[config.mk]
export PLATFORM = sky130hd
export DESIGN_NAME = pong_renderer
export DESIGN_NICKNAME = d
export VERILOG_FILES = /design/src/rtl/pong_renderer.sv
export SDC_FILE = /design/constraint.sdc
export NUM_CORES = 1
export LEC_CHECK = 0
export ABC_AREA = 1
export CAP_MARGIN = 20
export CORE_AREA = 4 4 93 95
export DETAILED_ROUTE_END_ITERATION = 7
export DIE_AREA = 0 0 97 99
export PLACE_DENSITY = 0.63
export SLEW_MARGIN = 20
export SYNTH_ARGS = -nofsm -noshare
export SYNTH_HDL_FRONTEND = slang
export SYNTH_SLANG_ARGS = --single-unit
[constraint.sdc]
create_clock -name i_pixel_clk -period 2.43 [get_ports i_pixel_clk]
set_clock_uncertainty 0.15 [all_clocks]
set_input_delay 0.3645 -clock i_pixel_clk [delete_from_list [all_inputs] [get_ports i_pixel_clk]]
set_output_delay 0.3645 -clock i_pixel_clk [all_outputs]
set_load 0.05 [all_outputs]
[src/rtl/pong_renderer.sv]
// rtl/pong_renderer.sv - Pong display side: game tick, per-frame snapshot, goal scoring, 2-stage RGB pipeline.
module pong_renderer #(
  parameter int          W            = 20,
  parameter int          H            = 15,
  parameter int          CELL_LOG2    = 5,
  parameter int          PLAYER_SIZE  = 4,
  parameter int          FRAMES_HALF  = 4,
  parameter logic [7:0]  BALL_COLOR   = 8'hFF,
  parameter logic [7:0]  PADDLE_COLOR = 8'h1C,
  parameter logic [7:0]  NET_COLOR    = 8'h92,
  parameter logic [7:0]  BG_COLOR     = 8'h00,
  parameter logic        SYNC_IDLE    = 1'b1
) (
  input  logic       i_pixel_clk,
  input  logic       i_reset,
  input  logic [9:0] i_h_pos,
  input  logic [9:0] i_v_pos,
  input  logic       i_video_on,
  input  logic       i_hsync_in,
  input  logic       i_vsync_in,
  input  logic       i_frame_start,
  input  logic [4:0] i_ball_x,
  input  logic [3:0] i_ball_y,
  input  logic [3:0] i_player_pos,
  input  logic [3:0] i_com_pos,
  output logic       o_game_clk,
  output logic [7:0] o_rgb,
  output logic       o_hsync,
  output logic       o_vsync,
  output logic [3:0] o_score_p,
  output logic [3:0] o_score_c
);

  localparam int CW  = 10 - CELL_LOG2;
  localparam int FCW = (FRAMES_HALF > 1) ? $clog2(FRAMES_HALF) : 1;
  localparam logic [FCW-1:0] FC_LAST  = FCW'(FRAMES_HALF - 1);
  localparam logic [CW-1:0]  W_C      = CW'(W);
  localparam logic [CW-1:0]  H_C      = CW'(H);
  localparam logic [CW-1:0]  COL_LAST = CW'(W - 1);
  localparam logic [CW-1:0]  COL_NET  = CW'(W / 2);
  localparam logic [4:0]     X_LAST   = 5'(W - 1);
  localparam logic [4:0]     PSIZE    = 5'(PLAYER_SIZE);

  logic [FCW-1:0] r_frame_cnt;
  logic           r_game_clk;
  logic [4:0]     r_ball_x;
  logic [3:0]     r_ball_y;
  logic [3:0]     r_player_pos;
  logic [3:0]     r_com_pos;
  logic [3:0]     r_score_p;
  logic [3:0]     r_score_c;

  logic [CW-1:0]  r_col;
  logic [CW-1:0]  r_row;
  logic           r_vid1;
  logic           r_hs1;
  logic           r_vs1;
  logic [7:0]     r_rgb;
  logic           r_hs2;
  logic           r_vs2;

  logic [7:0]     w_color;
  logic [4:0]     w_player_bot;
  logic [4:0]     w_com_bot;
  logic [4:0]     w_row5;
  logic           w_unused;

  assign w_unused = ^{i_h_pos[CELL_LOG2-1:0], i_v_pos[CELL_LOG2-1:0]};

  // Game tick, snapshot and scoring all move only on FRAME_START; the
  // snapshot register doubles as "previous X" for edge detection.
  always_ff @(posedge i_pixel_clk) begin
    if (i_reset) begin
      r_frame_cnt  <= '0;
      r_game_clk   <= 1'b0;
      r_ball_x     <= 5'd10;
      r_ball_y     <= 4'd7;
      r_player_pos <= 4'd7;
      r_com_pos    <= 4'd7;
      r_score_p    <= 4'd0;
      r_score_c    <= 4'd0;
    end else if (i_frame_start) begin
      if (r_frame_cnt == FC_LAST) begin
        r_frame_cnt <= '0;
        r_game_clk  <= ~r_game_clk;
      end else begin
        r_frame_cnt <= r_frame_cnt + 1'b1;
      end
      r_ball_x     <= i_ball_x;
      r_ball_y     <= i_ball_y;
      r_player_pos <= i_player_pos;
      r_com_pos    <= i_com_pos;
      if (i_ball_x == 5'd0 && r_ball_x != 5'd0)
        r_score_c <= (r_score_c == 4'd9) ? 4'd0 : r_score_c + 4'd1;
      if (i_ball_x == X_LAST && r_ball_x != X_LAST)
        r_score_p <= (r_score_p == 4'd9) ? 4'd0 : r_score_p + 4'd1;
    end
  end

  // Paddle bounds are formed 5 bits wide so a paddle near the bottom does not wrap.
  assign w_player_bot = {1'b0, r_player_pos} + PSIZE;
  assign w_com_bot    = {1'b0, r_com_pos} + PSIZE;
  assign w_row5       = 5'(r_row);

  always_comb begin
    w_color = BG_COLOR;
    if (!r_vid1)
      w_color = 8'h00;
    else if (r_col >= W_C || r_row >= H_C)
      w_color = BG_COLOR;
    else if (r_col == CW'(r_ball_x) && r_row == CW'(r_ball_y))
      w_color = BALL_COLOR;
    else if (r_col == '0 && w_row5 >= {1'b0, r_player_pos} && w_row5 <= w_player_bot)
      w_color = PADDLE_COLOR;
    else if (r_col == COL_LAST && w_row5 >= {1'b0, r_com_pos} && w_row5 <= w_com_bot)
      w_color = PADDLE_COLOR;
    else if (r_col == COL_NET && !r_row[0])
      w_color = NET_COLOR;
  end

  always_ff @(posedge i_pixel_clk) begin
    if (i_reset) begin
      r_col  <= '0;
      r_row  <= '0;
      r_vid1 <= 1'b0;
      r_hs1  <= SYNC_IDLE;
      r_vs1  <= SYNC_IDLE;
      r_rgb  <= 8'h00;
      r_hs2  <= SYNC_IDLE;
      r_vs2  <= SYNC_IDLE;
    end else begin
      r_col  <= i_h_pos[9:CELL_LOG2];
      r_row  <= i_v_pos[9:CELL_LOG2];
      r_vid1 <= i_video_on;
      r_hs1  <= i_hsync_in;
      r_vs1  <= i_vsync_in;
      r_rgb  <= w_color;
      r_hs2  <= r_hs1;
      r_vs2  <= r_vs1;
    end
  end

  assign o_game_clk = r_game_clk;
  assign o_rgb      = r_rgb;
  assign o_hsync    = r_hs2;
  assign o_vsync    = r_vs2;
  assign o_score_p  = r_score_p;
  assign o_score_c  = r_score_c;

endmodule

# Yosys cells after proc, flatten, opt, wreduce, memory -nomap -nowiden
# Cells that the tools add are included.
dict set report totals {
  output_inout_bits 19
  word_cells 62
  regBits 51
  inputBits 43
}
dict set report op_classes {
  addsub 5
  n_reduce_logical 17
  eq_ne 9
  n_mux 7
  n_lt_le_gt_ge 6
  bitwise 2
}
# op count
set op_table {}
lappend op_table {{2-to-1 mux 8 bit} 4}
lappend op_table {{adder 4 x 3 -> 5 bit (second input constant)} 2}
lappend op_table {{equality test 5 bit (second input constant)} 2}
lappend op_table {{greater-or-equal comparator 5 x 4 -> 1 bit} 2}
lappend op_table {{less-or-equal comparator 5 bit} 2}
lappend op_table {{logical NOT 5 bit} 2}
lappend op_table {{adder 4 x 1 -> 4 bit (second input constant)} 2}
lappend op_table {{equality test 4 bit (second input constant)} 2}
lappend op_table {{logical AND 1 bit} 8}
lappend op_table {{2-to-1 mux 4 bit} 2}
lappend op_table {{AND reduction 2 bit} 3}
lappend op_table {{equality test 5 x 4 -> 1 bit} 1}
lappend op_table {{equality test 5 x 4 -> 1 bit (second input constant)} 1}
lappend op_table {{equality test 5 bit} 1}
lappend op_table {{greater-or-equal comparator 5 x 4 -> 1 bit (second input constant)} 1}
lappend op_table {{greater-or-equal comparator 5 bit (second input constant)} 1}
lappend op_table {{inequality test 5 bit (second input constant)} 1}
lappend op_table {{nonzero test 5 bit} 1}
lappend op_table {{OR reduction 3 bit} 1}
lappend op_table {{adder 2 x 1 -> 2 bit (second input constant)} 1}
lappend op_table {{equality test 2 bit (second input constant)} 1}
lappend op_table {{2-to-1 mux 2 bit} 1}
lappend op_table {{inverter 1 bit} 2}
lappend op_table {{logical NOT 1 bit} 1}
lappend op_table {{logical OR 1 bit} 1}

# Logic depth before layout (Yosys ltp)
dict set report depth {
  word_depth 6
  ltp_mapped 12
  ltp_nobuf 12
}

# Worst setup path before layout
# OpenSTA, ideal clock, no wires.
dict set report synth_path {
  kind {flip-flop to flip-flop}
  start {register r_com_pos[2]}
  end {register r_rgb[4] (netlist: o_rgb[4])}
  t_required_ps 2157
  path_buffers 0
  period_less_slack_ps 1662
  arrival_time_ps 1390
  path_stages_with_launch 13
  setup_slack_ps 768
  setup_time_ps 123
  cell_sequence {dfxtp_1 > ha_1 > inv_1 > ha_1 > nand2_1 > nor2_1 > nand2_1 > nand3_1 > nand2_1 > nand3_1 > nand2_1 > nand2_1 > nand3_1}
}
dict set report synth_between {
  elab_chain_cells 6
  elab_cells_between_ends 8
  classes_between {add/sub (1); order compare (2); mux (3); reduce/logical (2)}
}
# element line
set synth_rtl {}
lappend synth_rtl {{from (decl)} 49} ;# logic [3:0] r_com_pos;
lappend synth_rtl {{from (signal assigned)} 92} ;# r_com_pos <= i_com_pos;
lappend synth_rtl {{adder 4 x 3 -> 5 bit or greater-or-equal comparator 5 x 4 -> 1 bit (tied branches)} {102, 115}}
lappend synth_rtl {{less-or-equal comparator 5 bit or logical AND 1 bit (tied branches)} 115} ;# else if (r_col == COL_LAST && w_row5 >= {1'b0, r_com_pos} && w_row5 <= w_com_bot)
lappend synth_rtl {{logical AND 1 bit (*)} 115}
lappend synth_rtl {{2-to-1 mux 8 bit (*)} 115}
lappend synth_rtl {{2-to-1 mux 8 bit (*)} 113} ;# else if (r_col == '0 && w_row5 >= {1'b0, r_player_pos} && w_row5 <= w_player_bot)
lappend synth_rtl {{2-to-1 mux 8 bit (*)} 111} ;# else if (r_col == CW'(r_ball_x) && r_row == CW'(r_ball_y))
lappend synth_rtl {{to (signal assigned)} 137} ;# r_rgb <= w_color;
lappend synth_rtl {{to (decl)} 58} ;# logic [7:0] r_rgb;
# Mark *: on every way between the ends. The rest lies on a longest branch, timed or not.
# A chain may end at the register's enable or synchronous reset.

# Worst setup path after layout
dict set report layout_path {
  start {register r_score_c[1] (netlist: o_score_c[1])}
  end {output o_score_c[1]}
}
# element line
set layout_lines {}
lappend layout_lines {{from (decl)} 51} ;# logic [3:0] r_score_c;
lappend layout_lines {{from (signal assigned)} 94} ;# r_score_c <= (r_score_c == 4'd9) ? 4'd0 : r_score_c + 4'd1;
lappend layout_lines {{to (decl)} 31} ;# output logic [3:0] o_score_c
# No word-level cell between the ends.

==> flow_summary.yaml <==
clock_tree:
  clk_pin_slew_ns: 0.08
  htree_levels: 2
  clock_path_buffers: 2
  cts_buffers: 5
  cts.sinks: 47
  cts-resized-gates: 0
  postCtsSetupBuffers: 0
  clockRootBuffer: "clkbuf_8"
  cts_hold_buf: 0
  cts_tree: "done"
  clk-insertion-delay-late_ns: 0.29
routing:
  firstDrtPassIters: 4
  drcViolationCount: 0
  routed_wl_mm: 5.33
  wire_per_inst_um: 11.1
  viasPerCell: 4.42
  drt_iter0_drc: 57
  ant_nets: 0
  num_vias: 2121
floorplan:
  die_h_um: 99
  num_rows: 32
  fp.dieW_um: 97
  dieArea_um2: 9600
  core-area_um2: 7730
  pin_count: 62
  start_util_pct: 30.5
worst_setup_path:
  cp.arrival_ns: 1.57
  cp_num_buf_inv: 1
  worst_path_dominant_cell_family: "buffers and inverters"
  cp_cell_sequence: "clkdlybuf4s50_1"
  path_class: "reg2out"
  critPathMaxStageDelay_ns: 0.84
  endpoint_kind: "primary output"
  cpMaxStageDelayCell: "clkdlybuf4s50_1"
  path_max_fanout: 6
  crit_required_ns: 1.92
  start_kind: "flip-flop"
timing:
  holdWs_ns: 0.263
  max-slew-margin-rel_pct: 64.0
  setup_ws_ns: 0.344
  period_minus_slack_ns: 2.09
  final.setup.tns_ns: 0
  final.period_utilization_pct: 85.9
  fmax_ghz: 0.479
  slew_violations: 0
  hold_viol: 0
  setup_viol_count_final: 0
  tightest_slew_ns: 0.536
  rsz0062_at_grt: "no"
job:
  max_cap_violations: 0
global_route:
  antenna_found_initial: 0
  grt_use_total_pct: 11.3
  grt_pass1_wl_mm: 8.88
  grt_pass1_vias: 1981
  grt_max_degree: 22
  grt-ovfl-total: 0
final_layout:
  final_cells: 480
  mostFrequentLayoutCell: "nand2_1"
  syn2layout_area_growth_pct: 29.1
  antennaDiodeCount: 0
  layout_common_cells: "nand2_1, inv_1, clkdlybuf4s50_1"
  fin_util_pct: 39.3
  nets: 439
  layout-drive-gt1-share_pct: 5.56
synth:
  synth_ff_type: "dfxtp_1"
  syn_avg_cell_area_um2: 7.18
  synth_edf_count: 0
  synthArstFlopShare_pct: 0
  yosys_register_bits: 47
  netlist_top_cells_area: "dfxtp_1, nand2_1, ha_1, inv_1, nor2_1"
  synth_top_area_share_pct: 40.0
  ys_seq_area_share_pct: 40.0
  syn_area_um2: 2350
  ys_types: 30
  synth_nets: 388
  syn-instance-count: 328
  yosysTopAreaCell: "dfxtp_1"
  yosys_warnings: 0
placed_design:
  pre_cts_ws_ns: 0.312
  port_buffers: 51
  dp_cells: 474
  place.gp.congestion: 0.799
  dpl.hpwl_mm: 4.10
power:
  powerDensity_nw_per_um2: 504
  ir_drop_mv: 0.259
  p_leak_nw: 1.39
status:
  status: "complete, no violations"
hold_path:
  min_path_type: "reg2reg"
==> layout make-up <==
class	count	area, µm²
multi-input combinational	213	1140
clock inverter	1	7.51
inverter	57	214
tap	102	128
sequential	47	941
clock buffer	5	68.8
timing repair buffer	55	541
fill	823	4690
==> report_power, final <==
part	switching [mW]	total, mW	internal [mW]
Clock	0.250	0.441	0.191
Combinational	0.132	0.255	0.122
Sequential	0.0297	0.836	0.806
Total	0.412	1.53	1.12
==> routing by layer <==
metal,wire [µm],track usage [%]
met1,2450,13.6
met2,2580,20.0
met3,224,2.55
met4,80,3.89
met5,0,0
==> worst paths after layout <==
path	slack, ns	cells past startpoint	startpoint	endpoint
max	0.34	1	o_score_c[1]	o_score_c[1]
min	0.26	1	r_hs1	o_hsync
max reg2reg	0.58	12	r_com_pos[2]	o_rgb[4]
min reg2reg	0.26	1	r_hs1	o_hsync
==> worst register-to-register path: stages, from the launching register on <==
cell and delay, ns:
dfxtp_1 0.34, ha_1 0.28, inv_1 0.04, ha_1 0.28, nand2_1 0.06, nor2_1 0.12, nand2_1 0.07, nand3_1 0.07
nand2_1 0.06, nand3_1 0.07, nand2_1 0.05, nand2_1 0.09, nand3_1 0.07
==> kinds of logic (layout without fill, tap and decap cells) <==
logic type,Yosys count,count (layout),share of synthesized area [%]
buffers and inverters,68,118,11.6
adders and majority gates,17,17,9.04
xor gates and xnor gates,6,6,2.23
and+or+nand+nor,150,150,28.1
AOI/OAI and AO/OA,40,40,9.09
DFF,47,47,40.0
==> metrics by stage <==
step / total power [mW] / area [µm²]
after floorplan: 1.00 / 2350
after global placement: 1.10 / 2960
after detailed placement: 1.11 / 2960
after CTS: 1.55 / 3040
after global routing: 1.62 / 3040
final: 1.53 / 3040
==> registers in the layout, summed over array words and instances, names as in the netlist <==
name,count
r_col,5
r_ball_y,4
o_game_clk,1
r_player_pos,4
r_frame_cnt,2
r_hs1,1
o_score_p,4
r_vs1,1
o_rgb,4
o_score_c,4
r_com_pos,4
o_hsync,1
r_vid1,1
r_ball_x,5
o_vsync,1
r_row,5
==> synthesized netlist by cell type, types with 2 or more instances <==
cell      number
xor2_1         3
nand3_1       27
ha_1          17
xnor2_1        3
nand2_2        2
o21ai_0       15
buf_2          2
clkbuf_1       4
dfxtp_1       47
nor2_2         2
clkinv_1       2
or2_2          4
nand2_1       60
nor3_1         2
nor2_1        43
inv_1         54
buf_4          4
a21oi_1       20
nand4_1        6
Power figures use the tool's default switching activity.
